File: src/rtl/bin8_bcd_display.sv
// bin8_bcd_display: sequential double-dabble conversion of an 8-bit count to three active-low 7-segment digits
module bin8_bcd_display #(
    parameter bit BLANK_LEADING = 1'b1
) (
    input  logic       Clock,
    input  logic       Clearn,
    input  logic [7:0] Q_in,
    output logic [0:6] HEX2,
    output logic [0:6] HEX1,
    output logic [0:6] HEX0,
    output logic       busy
);
    typedef enum logic [1:0] {IDLE, CONV, DONE} state_t;
    state_t      state;
    logic [7:0]  last_bin;
    logic [19:0] shreg;
    logic [19:0] adj;
    logic [2:0]  cnt;
    logic [3:0]  dig_h, dig_t, dig_u;
    function automatic logic [3:0] add3(input logic [3:0] n);
        return (n >= 4'd5) ? n + 4'd3 : n;
    endfunction
    function automatic logic [0:6] seg(input logic [3:0] d);
        case (d)
            4'd0:    seg = 7'b0000001;
            4'd1:    seg = 7'b1001111;
            4'd2:    seg = 7'b0010010;
            4'd3:    seg = 7'b0000110;
            4'd4:    seg = 7'b1001100;
            4'd5:    seg = 7'b0100100;
            4'd6:    seg = 7'b0100000;
            4'd7:    seg = 7'b0001111;
            4'd8:    seg = 7'b0000000;
            4'd9:    seg = 7'b0000100;
            default: seg = 7'b1111111;
        endcase
    endfunction
    assign adj  = {add3(shreg[19:16]), add3(shreg[15:12]), add3(shreg[11:8]), shreg[7:0]};
    assign busy = (state != IDLE);
    always_ff @(posedge Clock or negedge Clearn) begin
        if (!Clearn) begin
            state    <= IDLE;
            last_bin <= '0;
            shreg    <= '0;
            cnt      <= '0;
            dig_h    <= '0;
            dig_t    <= '0;
            dig_u    <= '0;
        end else begin
            case (state)
                IDLE: if (Q_in != last_bin) begin
                    last_bin <= Q_in;
                    shreg    <= {12'b0, Q_in};
                    cnt      <= '0;
                    state    <= CONV;
                end
                CONV: begin
                    shreg <= adj << 1;
                    cnt   <= cnt + 3'd1;
                    state <= (cnt == 3'd7) ? DONE : CONV;
                end
                default: begin
                    dig_h <= shreg[19:16];
                    dig_t <= shreg[15:12];
                    dig_u <= shreg[11:8];
                    state <= IDLE;
                end
            endcase
        end
    end
    // tens stays visible whenever hundreds is nonzero, so "100" keeps its inner zero
    assign HEX2 = (BLANK_LEADING && dig_h == 4'd0) ? 7'b1111111 : seg(dig_h);
    assign HEX1 = (BLANK_LEADING && dig_h == 4'd0 && dig_t == 4'd0) ? 7'b1111111 : seg(dig_t);
    assign HEX0 = seg(dig_u);
endmodule

File: config.mk
export PLATFORM = sky130hd
export DESIGN_NAME = bin8_bcd_display
export DESIGN_NICKNAME = d
export VERILOG_FILES = /design/src/rtl/bin8_bcd_display.sv
export SDC_FILE = /design/constraint.sdc
export NUM_CORES = 1
export LEC_CHECK = 0
export ABC_AREA = 1
export CAP_MARGIN = 40
export CORE_MARGIN = 4
export CORE_UTILIZATION = 28
export CTS_CLUSTER_DIAMETER = 80
export DETAILED_ROUTE_END_ITERATION = 10
export PLACE_DENSITY = 0.45
export SETUP_SLACK_MARGIN = 0.05
export SLEW_MARGIN = 20
export SYNTH_ARGS = -nofsm -noshare
export SYNTH_HDL_FRONTEND = slang
export SYNTH_SLANG_ARGS = --single-unit
File: constraint.sdc
create_clock -name Clock -period 2.5 [get_ports Clock]
set_input_delay 0.5 -clock Clock [delete_from_list [all_inputs] [get_ports Clock]]
set_output_delay 0.5 -clock Clock [all_outputs]
set_load 0.02 [all_outputs]
==> results of run 1 <==
timing repair:
item,CTS,global route
setup endpoints to repair,17,13
hold buffers,0,0
resized for setup,15,13
buffers inserted,0,1
endpoints found under the hold margin,0,0
cells in the mapped netlist:
| library cell | count |
|---|---|
| sky130_fd_sc_hd__buf_2 | 2 |
| sky130_fd_sc_hd__ha_1 | 23 |
| sky130_fd_sc_hd__nand2_1 | 102 |
| sky130_fd_sc_hd__xor2_1 | 2 |
| sky130_fd_sc_hd__a21oi_1 | 12 |
| sky130_fd_sc_hd__dfrtp_1 | 45 |
| sky130_fd_sc_hd__inv_2 | 4 |
| sky130_fd_sc_hd__clkbuf_1 | 4 |
| sky130_fd_sc_hd__o21a_1 | 1 |
| sky130_fd_sc_hd__nor2_2 | 1 |
| sky130_fd_sc_hd__nor2_1 | 14 |
| sky130_fd_sc_hd__buf_4 | 4 |
| sky130_fd_sc_hd__buf_6 | 1 |
| sky130_fd_sc_hd__o21ai_0 | 45 |
| sky130_fd_sc_hd__buf_1 | 1 |
| sky130_fd_sc_hd__o211ai_1 | 3 |
| sky130_fd_sc_hd__o21ai_1 | 7 |
| sky130_fd_sc_hd__nor2_4 | 1 |
| sky130_fd_sc_hd__nand3_1 | 37 |
| sky130_fd_sc_hd__or2_2 | 5 |
| sky130_fd_sc_hd__xnor2_1 | 5 |
| sky130_fd_sc_hd__nand2_4 | 1 |
| sky130_fd_sc_hd__nand2_2 | 1 |
| sky130_fd_sc_hd__inv_1 | 40 |
per-stage QoR:
stage | std cells | setup WS, ns
final | 523 | 0.172
after global routing | 523 | 0.0395
after CTS | 522 | 0.0815
after detailed placement | 515 | 0.183
after global placement | 515 | 0.212
after floorplan | 361 | 0.675
state kept, by name, summed over array words and instances (netlist names):
name	count
state	2
dig_u	4
shreg	20
last_bin	8
dig_h	4
cnt	3
dig_t	4
final cells by class:
type                       count  area (µm²)  area share (%)
clock buffer                   7        86.3            2.63
inverter                      44         165            5.02
multi-input combinational    260        1390            42.4
sequential                    45        1130            34.2
tap                          129         161            4.91
timing repair buffer          38         357            10.8
logic make-up after synthesis:
group | share of synthesized area (%)
simple gates | 25.0
compound gates | 12.8
fa+ha+maj | 10.5
flops | 41.0
xor+xnor | 2.23
buf+inv | 8.56
worst register-to-register path: stages, from the launching register on:
cell and delay [ns]:
sky130_fd_sc_hd__dfrtp_1 0.35, sky130_fd_sc_hd__buf_4 0.26, sky130_fd_sc_hd__nor2_4 0.07, sky130_fd_sc_hd__inv_2 0.44, sky130_fd_sc_hd__nand2_4 0.17, sky130_fd_sc_hd__nand2_1 0.09
sky130_fd_sc_hd__nand2_1 0.05
worst max path at each step:
stage                     slack [ns]       to  cells past startpoint
after global placement          0.21  HEX1[0]                      7
after CTS                       0.08  HEX0[0]                      5
after detailed placement        0.18  HEX1[0]                      7
after global routing            0.04  HEX1[5]                      7
final                           0.17  HEX0[6]                      4
after floorplan                 0.67  HEX0[3]                      5
placed cells by master (no fill, tap or decap), types with 6 or more instances in the layout:
| master | instances |
|---|---|
| sky130_fd_sc_hd__dlygate4sd2_1 | 11 |
| sky130_fd_sc_hd__nor2_1 | 13 |
| sky130_fd_sc_hd__clkdlybuf4s50_1 | 12 |
| sky130_fd_sc_hd__inv_1 | 40 |
| sky130_fd_sc_hd__buf_4 | 6 |
| sky130_fd_sc_hd__a21oi_1 | 12 |
| sky130_fd_sc_hd__o21ai_0 | 44 |
| sky130_fd_sc_hd__clkbuf_8 | 6 |
| sky130_fd_sc_hd__nand3_1 | 37 |
| sky130_fd_sc_hd__o21ai_1 | 7 |
| sky130_fd_sc_hd__dfrtp_1 | 45 |
| sky130_fd_sc_hd__ha_1 | 23 |
| sky130_fd_sc_hd__nand2_1 | 102 |
power breakdown:
part	switching (mW)	leakage, nW	internal [mW]
sequential	0.305	0.561	1.07
clock	0.239	0.0443	0.220
combinational	1.72	1.09	1.11
routing by layer:
layer  share of wire (%)  wire length (µm)
met1                  50              2790
met3                 4.7               266
met4                0.84                47
met2                  45              2500
met5                   0                 0
==> flow_summary_export.csv, run 1 <==
group,metric,value,unit
floorplanning,initial_utilization,29.2,%
grt,gr-usage-all-layers,10.3,%
clock_tree,clk_root_buffer_cell,"sky130_fd_sc_hd__clkbuf_8",
placed_design,placedInstanceArea,0.00320,mm²
routing,per_cell_routed_wire_length,10.7,µm
status,outcome,"finished clean",
cells_and_area,finalCoreUtilization,34.9,%
floorplanning,top_level_ports,32,
synthesis,yosys_register_bits,45,
grt,grt_busiest_layer,"met2",
synthesis,netlist_area,0.00275,mm²
synthesis,mappedNetlistNets,394,
sta,final_min_period_over_clock_period,93.1,%
critical_path,critPathArrivalTime,1.83,ns
floorplanning,die_y,107,µm
synthesis,yosysSeqAreaShare,41.0,%
synthesis,syn_inst,361,
synthesis,synth_top_area_share,41.0,%
critical_path,criticalPathCategory,"reg -> out",
grt,grt_first_pass_wirelength,9.81,mm
sta,hold_violations,0,
grt,grt.met3_usage,2.59,%
critical_path,reg2reg_setup_slack,0.97,ns
sta,clock.fmax,430,MHz
critical_path,worst_r2r_startpoint,"state[1]",
routing,drt-total-wl,5.60,mm
floorplanning,coreArea,0.00942,mm²
worst_hold_path,class_of_the_worst_hold_path,"in -> async",
synthesis,synth.distinct_cells,24,
synthesis,synth_top_cell_by_area,"sky130_fd_sc_hd__dfrtp_1",
critical_path,setup.worst_path.start,"dig_u[2]",
critical_path,timing.critical_path.slowest_stage_cell,"sky130_fd_sc_hd__clkdlybuf4s50_1",
clock_tree,worstSkewPairLatency,0.29,ns
routing,vias,2252,
sta,setup-tns-final,0,ns
floorplanning,floorplan.die_area,0.0115,mm²
routing,post_drt_via_cell_ratio,4.31,
cells_and_area,areaGrowthSynthToFinish,19.7,%
grt,grt_max_degree,35,
critical_path,worstPathMaxFanout,8,
grt,number_of_global_route_vias_before_repair,2128,
sta,worst_clock_skew,0.00363,ns
pwr,ir_worst_vdd,0.000491,V
clock_tree,tritoncts.num_buffers,5,
sta,unrepaired_setup_endpoints_after_global_routing,"true",
synthesis,synth-warning-count,0,
critical_path,critPathLaunchType,"flop",
placed_design,gp_congestion,0.794,
pwr,total_power,4.66,mW
synthesis,synth.top_cells.by_area,"sky130_fd_sc_hd__dfrtp_1 (41%), sky130_fd_sc_hd__nand2_1 (14%), sky130_fd_sc_hd__ha_1 (10%)",
sta,setup_violations,0,
pwr,power.leakage,1.69,nW
clock_tree,ctsLongestPathBuffers,2,
routing,post-route-drc-count,0,
cells_and_area,layout.filler_cells,1027,
critical_path,cp_cell_sequence,"inv_1 -> o21ai_0 -> o21ai_0 -> clkdlybuf4s50_1",
critical_path,critical_path_buf_inv_count,2,
run,drv_cap,0,
sta,slew_margin_rel,60.8,%
sta,report.final.slew_viol_count,0,
sta,tightest_slew,0.587,ns
placed_design,detailed_place_hpwl,4.03,mm
critical_path,worstSetupEndpointType,"output pin",
grt,grt_use_met2,16.4,%
sta,post-route-min-period,2.33,ns
cells_and_area,finish.net_count,427,
floorplanning,floorplan.rows,35,
synthesis,postSynthAreaPerCell,7.61,µm²
routing,drt_iter0_markers,94,
grt,grt_remaining_overflow,0,
clock_tree,clock_tree_from_tritoncts,"built",
clock_tree,cts.clk_slew.worst_paths,0.08,ns
critical_path,rr_endpoint,"shreg[3]",
floorplanning,x_dimension_of_the_die,107,µm
critical_path,timing.critical_path.max_delay_family,"buffers and inverters",
critical_path,cp_data_required_time,2.00,ns
placed_design,port-buffer-count,31,
critical_path,critical_path_s_largest_stage_delay,0.62,ns
routing,route.antenna.remaining_nets,0,
sta,final.hold.worst_slack,0.188,ns
clock_tree,cts.sink_count,45,
critical_path,ff2ff_path_depth,6,
grt,global_route.usage.met1,14.0,%
pwr,pwr_density_cell,1420,mW/mm²
cells_and_area,layout-drive-gt1-share,7.87,%
cells_and_area,antenna_cells_inserted,0,
critical_path,cell_seen_most_often_among_critical_path_stages,"sky130_fd_sc_hd__o21ai_0",
grt,grt_antenna_before_repair,0,
routing,detail_route.first_pass.iterations,4,
cells_and_area,postLayoutCellArea,0.00329,mm²
clock_tree,number_of_h_tree_branching_levels,2,
Note: power is estimated with default switching activity, not from simulation.
==> run 2: changes to the inputs <==
HOLD_SLACK_MARGIN = 0.03   (was default)
SETUP_SLACK_MARGIN = 0.2   (was 0.05)
==> run 2 against run 1 <==
  * Power decreased by 1.1%
  * Wire length grew 0.87%
  * Sequential share of layout area rose by 0.42 points
  * Highest routed layer unchanged
  * Non-clock buffer count rose by 2
==> flow_summary_export.csv, run 2 (synthesis gave the netlist of run 1 again) <==
group,metric,value,unit
pwr,ir_worst_vdd,0.000460,V
placed_design,placedInstanceArea,0.00320,mm²
grt,number_of_global_route_vias_before_repair,2139,
floorplanning,x_dimension_of_the_die,107,µm
pwr,pwr_density_cell,1420,mW/mm²
sta,worst_clock_skew,0.00357,ns
cells_and_area,postLayoutCellArea,0.00325,mm²
sta,unrepaired_setup_endpoints_after_global_routing,"true",
clock_tree,cts.sink_count,45,
critical_path,critPathLaunchType,"flop",
sta,setup_violations,0,
sta,final_min_period_over_clock_period,86.6,%
cells_and_area,top_regs,"shreg x20, last_bin x8",
clock_tree,worstSkewPairLatency,0.29,ns
critical_path,ff2ff_path_depth,6,
cells_and_area,finalNonFillerCells,525,
placed_design,gp_congestion,0.794,
pwr,power.leakage,1.67,nW
critical_path,worstPathMaxFanout,5,
floorplanning,initial_utilization,29.2,%
cells_and_area,finish.net_count,429,
routing,drt_iter0_markers,93,
sta,clock.fmax,462,MHz
routing,route.antenna.remaining_nets,0,
grt,grt_first_pass_wirelength,9.85,mm
clock_tree,clk_root_buffer_cell,"sky130_fd_sc_hd__clkbuf_8",
sta,slew_margin_rel,60.8,%
floorplanning,coreArea,0.00942,mm²
floorplanning,top_level_ports,32,
floorplanning,die_y,107,µm
pwr,total_power,4.61,mW
routing,post-route-drc-count,0,
critical_path,criticalPathCategory,"reg -> out",
placed_design,numPlacedInstances,515,
critical_path,critPathArrivalTime,1.66,ns
worst_hold_path,class_of_the_worst_hold_path,"in -> async",
sta,tightest_slew,0.587,ns
clock_tree,tritoncts.num_buffers,5,
sta,report.final.slew_viol_count,0,
placed_design,detailed_place_hpwl,4.03,mm
clock_tree,cts.clk_slew.worst_paths,0.08,ns
cells_and_area,antenna_cells_inserted,0,
sta,hold_violations,0,
grt,grt_antenna_before_repair,0,
grt,grt_remaining_overflow,0,
sta,final.hold.worst_slack,0.188,ns
critical_path,cp_data_required_time,2.00,ns
cells_and_area,largest_reg_flops,20,
run,drv_cap,0,
cells_and_area,layout.cells.most_common_list,"sky130_fd_sc_hd__nand2_1 (102), sky130_fd_sc_hd__dfrtp_1 (45), sky130_fd_sc_hd__o21ai_0 (43), sky130_fd_sc_hd__inv_1 (38), sky130_fd_sc_hd__nand3_1 (37)",
clock_tree,number_of_h_tree_branching_levels,2,
grt,gr-usage-all-layers,10.3,%
clock_tree,ctsLongestPathBuffers,2,
placed_design,port-buffer-count,31,
cells_and_area,max_flop_register,"shreg",
routing,vias,2265,
routing,per_cell_routed_wire_length,10.8,µm
grt,grt_max_degree,35,
routing,drt-total-wl,5.65,mm
routing,post_drt_via_cell_ratio,4.31,
clock_tree,clock_tree_from_tritoncts,"built",
sta,setup-tns-final,0,ns
cells_and_area,layout-drive-gt1-share,11.6,%
routing,detail_route.first_pass.iterations,4,
cells_and_area,areaGrowthSynthToFinish,18.2,%
critical_path,worstSetupEndpointType,"output pin",
floorplanning,floorplan.rows,35,
floorplanning,floorplan.die_area,0.0115,mm²
status,outcome,"finished clean",
sta,post-route-min-period,2.16,ns
cells_and_area,most_common_library_cell_in_the_layout_ignoring_fill_and_taps,"sky130_fd_sc_hd__nand2_1",
## run 2: final timing paths
path	from	endpoint	slack (ns)
worst min register to register	shreg[7]	shreg[8]	0.48
worst min-delay path	Clearn	last_bin[6]	0.19
worst max-delay path	dig_h[0]	HEX2[6]	0.34
max in group asynchronous	Clearn	shreg[4]	1.71
worst max register to register	state[1]	shreg[3]	0.98
min in group Clock	shreg[7]	shreg[8]	0.48
## run 2: worst max-delay path, stage by stage, from the launching register on
cell	delay [ns]
sky130_fd_sc_hd__dfrtp_1	0.42
sky130_fd_sc_hd__inv_2	0.10
sky130_fd_sc_hd__ha_1	0.16
sky130_fd_sc_hd__nand3_1	0.14
sky130_fd_sc_hd__o21a_2	0.19
sky130_fd_sc_hd__buf_4	0.13
sky130_fd_sc_hd__o21ai_0	0.05
sky130_fd_sc_hd__buf_2	0.18
## run 2: layout make-up
cell class	count	area, µm²
Fill cell	1035	6170
Sequential cell	45	1130
Inverter	44	165
Clock buffer	7	86.3
Timing Repair Buffer	40	314
Multi-Input combinational cell	260	1400
Tap cell	129	161
## run 2: repair_timing
action	CTS	global route
buffers inserted	1	2
gates resized for setup	38	26
pin swaps	0	2
endpoints found under the setup margin	21	16
hold buffers	0	0
## run 2: report_power, final
part	switching, mW	internal (mW)	leakage, nW
Sequential	0.299	1.07	0.561
Clock	0.240	0.220	0.0443
Combinational	1.74	1.04	1.06
## run 2: per-stage QoR
stage	setup WS, ns	util (%)
floorplan	0.675	-
global placement	0.212	34.0
detailed placement	0.183	34.0
CTS	0.137	34.7
global route	0.174	34.5
finish	0.336	34.5
## run 2: layer usage
metal	track usage (%)	up-vias	wire length (µm)	share of wire (%)
met5	0	-	0	0
met3	2.59	6	268	4.7
met1	14.1	995	2790	49
met2	16.5	42	2550	45
li1	-	1222	-	-
met4	2.28	0	47	0.83
==> run 3: changes to the inputs <==
ABC_AREA = default   (was 1)
CORE_MARGIN = default   (was 4)
==> run 3 against run 2 <==
  * Hold slack better by 0.093 ns
  * Critical path type unchanged
  * Wire length shrank 9.1%
  * First-iteration DRC count fell by 39%
  * Fmax down 4.4%
  * Synthesized cell count is 22% lower
  * Highest routed layer unchanged
  * Critical path depth shrank 1
  * Count of clock-buffer cells in the layout unchanged
  * Synthesized area is 2.5% lower
  * Global-route usage is 0.62 points higher
  * Critical endpoint is now HEX2[1]
  * Clock power is 1% lower
  * Sequential share of layout area is 0.058 points lower
==> flow_summary_export.csv, run 3 <==
group,metric,value,unit
status,outcome,"finished clean",
sta,clock.fmax,442,MHz
sta,unrepaired_setup_endpoints_after_global_routing,"true",
sta,slew_margin_rel,50.9,%
clock_tree,number_of_h_tree_branching_levels,2,
run,drv_cap,0,
floorplanning,top_level_ports,32,
routing,post_drt_via_cell_ratio,4.51,
pwr,power_report.internal_total,2.48,mW
sta,final_min_period_over_clock_period,90.5,%
synthesis,ys_top_cells_by_count,"sky130_fd_sc_hd__dfrtp_1 (45), sky130_fd_sc_hd__nand2_1 (34), sky130_fd_sc_hd__o21ai_0 (24), sky130_fd_sc_hd__ha_1 (23), sky130_fd_sc_hd__nor2_1 (22)",
critical_path,cp_data_required_time,2.00,ns
cells_and_area,most_common_library_cell_in_the_layout_ignoring_fill_and_taps,"sky130_fd_sc_hd__dfrtp_1",
sta,setup_violations,0,
clock_tree,ctsLongestPathBuffers,2,
sta,final.hold.worst_slack,0.280,ns
synthesis,synth_top_cell_by_area,"sky130_fd_sc_hd__dfrtp_1",
cells_and_area,postLayoutCellArea,0.00326,mm²
cells_and_area,max_flop_register,"shreg",
routing,post-route-drc-count,0,
clock_tree,tritoncts.num_buffers,5,
sta,setup-tns-final,0,ns
cells_and_area,reg_area,0.00113,mm²
placed_design,detailed_place_hpwl,3.67,mm
cells_and_area,layout.cells.most_common_list,"sky130_fd_sc_hd__dfrtp_1 (42), sky130_fd_sc_hd__nand2_1 (33), sky130_fd_sc_hd__o21ai_0 (24), sky130_fd_sc_hd__ha_1 (23), sky130_fd_sc_hd__nor2_1 (21)",
routing,detail_route.first_pass.iterations,4,
sta,hold_violations,0,
cells_and_area,areaGrowthSynthToFinish,21.8,%
grt,number_of_global_route_vias_before_repair,1948,
cells_and_area,finalCoreUtilization,35.3,%
synthesis,synth-warning-count,0,
synthesis,synth.distinct_cells,35,
pwr,pwr-share-comb,59.4,%
cells_and_area,top_regs,"shreg x20, last_bin x8",
floorplanning,x_dimension_of_the_die,99.8,µm
synthesis,synth_enable_flop_cells,0,
pwr,pwr_density_cell,1380,mW/mm²
floorplanning,coreArea,0.00924,mm²
synthesis,synth.most_common_cell,"sky130_fd_sc_hd__dfrtp_1",
grt,grt_antenna_before_repair,0,
synthesis,mappedNetlistNets,316,
critical_path,worstSetupEndpointType,"output pin",
pwr,power.leakage,1.44,nW
synthesis,netlist_area,0.00268,mm²
floorplanning,floorplan.die_area,0.00997,mm²
grt,grt_remaining_overflow,0,
pwr,clock_power_share,10.1,%
cells_and_area,layout.filler_cells,987,
synthesis,synth_top_area_share,42.0,%
cells_and_area,largest_reg_flops,20,
cells_and_area,layout-drive-gt1-share,20.9,%
cells_and_area,finish.net_count,359,
sta,post-route-min-period,2.26,ns
clock_tree,cts-hold-fix-buffers,0,
pwr,share_of_power_burned_in_registers,30.6,%
clock_tree,cts.clk_slew.worst_paths,0.08,ns
critical_path,worstPathMaxFanout,4,
clock_tree,clock_tree_from_tritoncts,"built",
synthesis,async_flop_share,100,%
placed_design,placedInstanceArea,0.00320,mm²
critical_path,criticalPathCategory,"reg -> out",
floorplanning,initial_utilization,29.0,%
clock_tree,clk_root_buffer_cell,"sky130_fd_sc_hd__clkbuf_8",
routing,route.antenna.remaining_nets,0,
synthesis,postSynthAreaPerCell,9.47,µm²
routing,drt-total-wl,5.14,mm
synthesis,yosysSeqAreaShare,42.0,%
cells_and_area,multiInputGateArea,0.00144,mm²
routing,vias,2050,
grt,grt_max_degree,46,
clock_tree,worstSkewPairLatency,0.30,ns
pwr,ir_worst_vdd,0.000531,V
grt,gr-usage-all-layers,11.0,%
cells_and_area,antenna_cells_inserted,0,
critical_path,critPathLaunchType,"flop",
routing,per_cell_routed_wire_length,11.3,µm
pwr,total_power,4.50,mW
sta,worst_clock_skew,0.00547,ns
floorplanning,die_y,99.8,µm
worst_hold_path,class_of_the_worst_hold_path,"in -> async",
routing,drt_iter0_markers,57,
synthesis,synth.top_cells.by_area,"sky130_fd_sc_hd__dfrtp_1 (42%), sky130_fd_sc_hd__ha_1 (11%), sky130_fd_sc_hd__mux2_2 (7.1%)",
pwr,switching_share_of_total_power,44.9,%
synthesis,yosys_register_bits,45,
clock_tree,cts.sink_count,45,
sta,report.final.slew_viol_count,0,
sta,tightest_slew,0.737,ns
critical_path,critPathArrivalTime,1.76,ns
synthesis,syn_inst,283,
placed_design,gp_congestion,0.733,
pwr,total_switching_power,2.02,mW
placed_design,port-buffer-count,31,
synthesis,postSynth.topFlopCell,"sky130_fd_sc_hd__dfrtp_1",
grt,grt_first_pass_wirelength,8.85,mm
floorplanning,floorplan.rows,35,
-- run 3: metrics by stage --
step / cells / setup WS [ns]
2_1_floorplan: 283 / 0.392
3_3_place_gp: 444 / 0.157
3_5_place_dp: 444 / 0.130
4_1_cts: 454 / 0.116
5_1_grt: 455 / 0.126
6_report: 455 / 0.236
-- run 3: power by group through the flow --
stage          sequential (mW)  combinational [mW]  clock (mW)
2_1_floorplan             1.26                1.98           0
3_3_place_gp              1.39                2.89           0
3_5_place_dp              1.40                2.91           0
4_1_cts                   1.38                2.77       0.485
5_1_grt                   1.44                3.00       0.503
6_report                  1.38                2.67       0.454
-- run 3: layout make-up --
cell class                 count  area share [%]
sequential                    45            34.6
inverter                      18            2.07
timing repair buffer          50            11.6
tap                          129            4.94
multi-input combinational    206            44.2
clock buffer                   7            2.64
-- run 3: worst paths after layout --
path                       startpoint     endpoint  slack (ns)  cells past startpoint
setup reg to reg             shreg[8]    shreg[10]        0.80                      6
min in group Clock           shreg[7]     shreg[8]        0.49                      2
hold reg to reg              shreg[7]     shreg[8]        0.49                      2
hold / removal                 Clearn  last_bin[7]        0.28                      2
max in group asynchronous      Clearn     dig_u[3]        1.79                      2
setup / recovery             dig_h[0]      HEX2[1]        0.24                      6
-- run 3: routing by layer --
metal  up-vias  wire length [µm]  global-route usage (%)
met1       954              2580                    15.0
li1       1058                 -                       -
met5         -                 0                       0
met3         5               199                    2.30
met4         0                57                    3.05
met2        33              2300                    17.6
-- run 3: logic make-up after synthesis --
| logic type | synth area share (%) |
|---|---|
| compound gates | 16.6 |
| buf+inv | 4.81 |
| simple gates | 14.1 |
| flops | 42.0 |
| fa+ha+maj | 10.7 |
| xor+xnor | 4.58 |
| mux | 7.14 |
-- run 3: what timing repair did --
action,CTS,global route
buffers inserted,3,1
cloned,0,0
endpoints found under the setup margin,21,16
resized for setup,40,28
-- run 3: critical path: stages, from the launching register on --
cell and delay, ns:
sky130_fd_sc_hd__dfrtp_1 0.35, sky130_fd_sc_hd__inv_1 0.06, sky130_fd_sc_hd__buf_4 0.14, sky130_fd_sc_hd__ha_1 0.31
sky130_fd_sc_hd__a211oi_1 0.25, sky130_fd_sc_hd__nor2_1 0.05, sky130_fd_sc_hd__dlygate4sd2_1 0.32
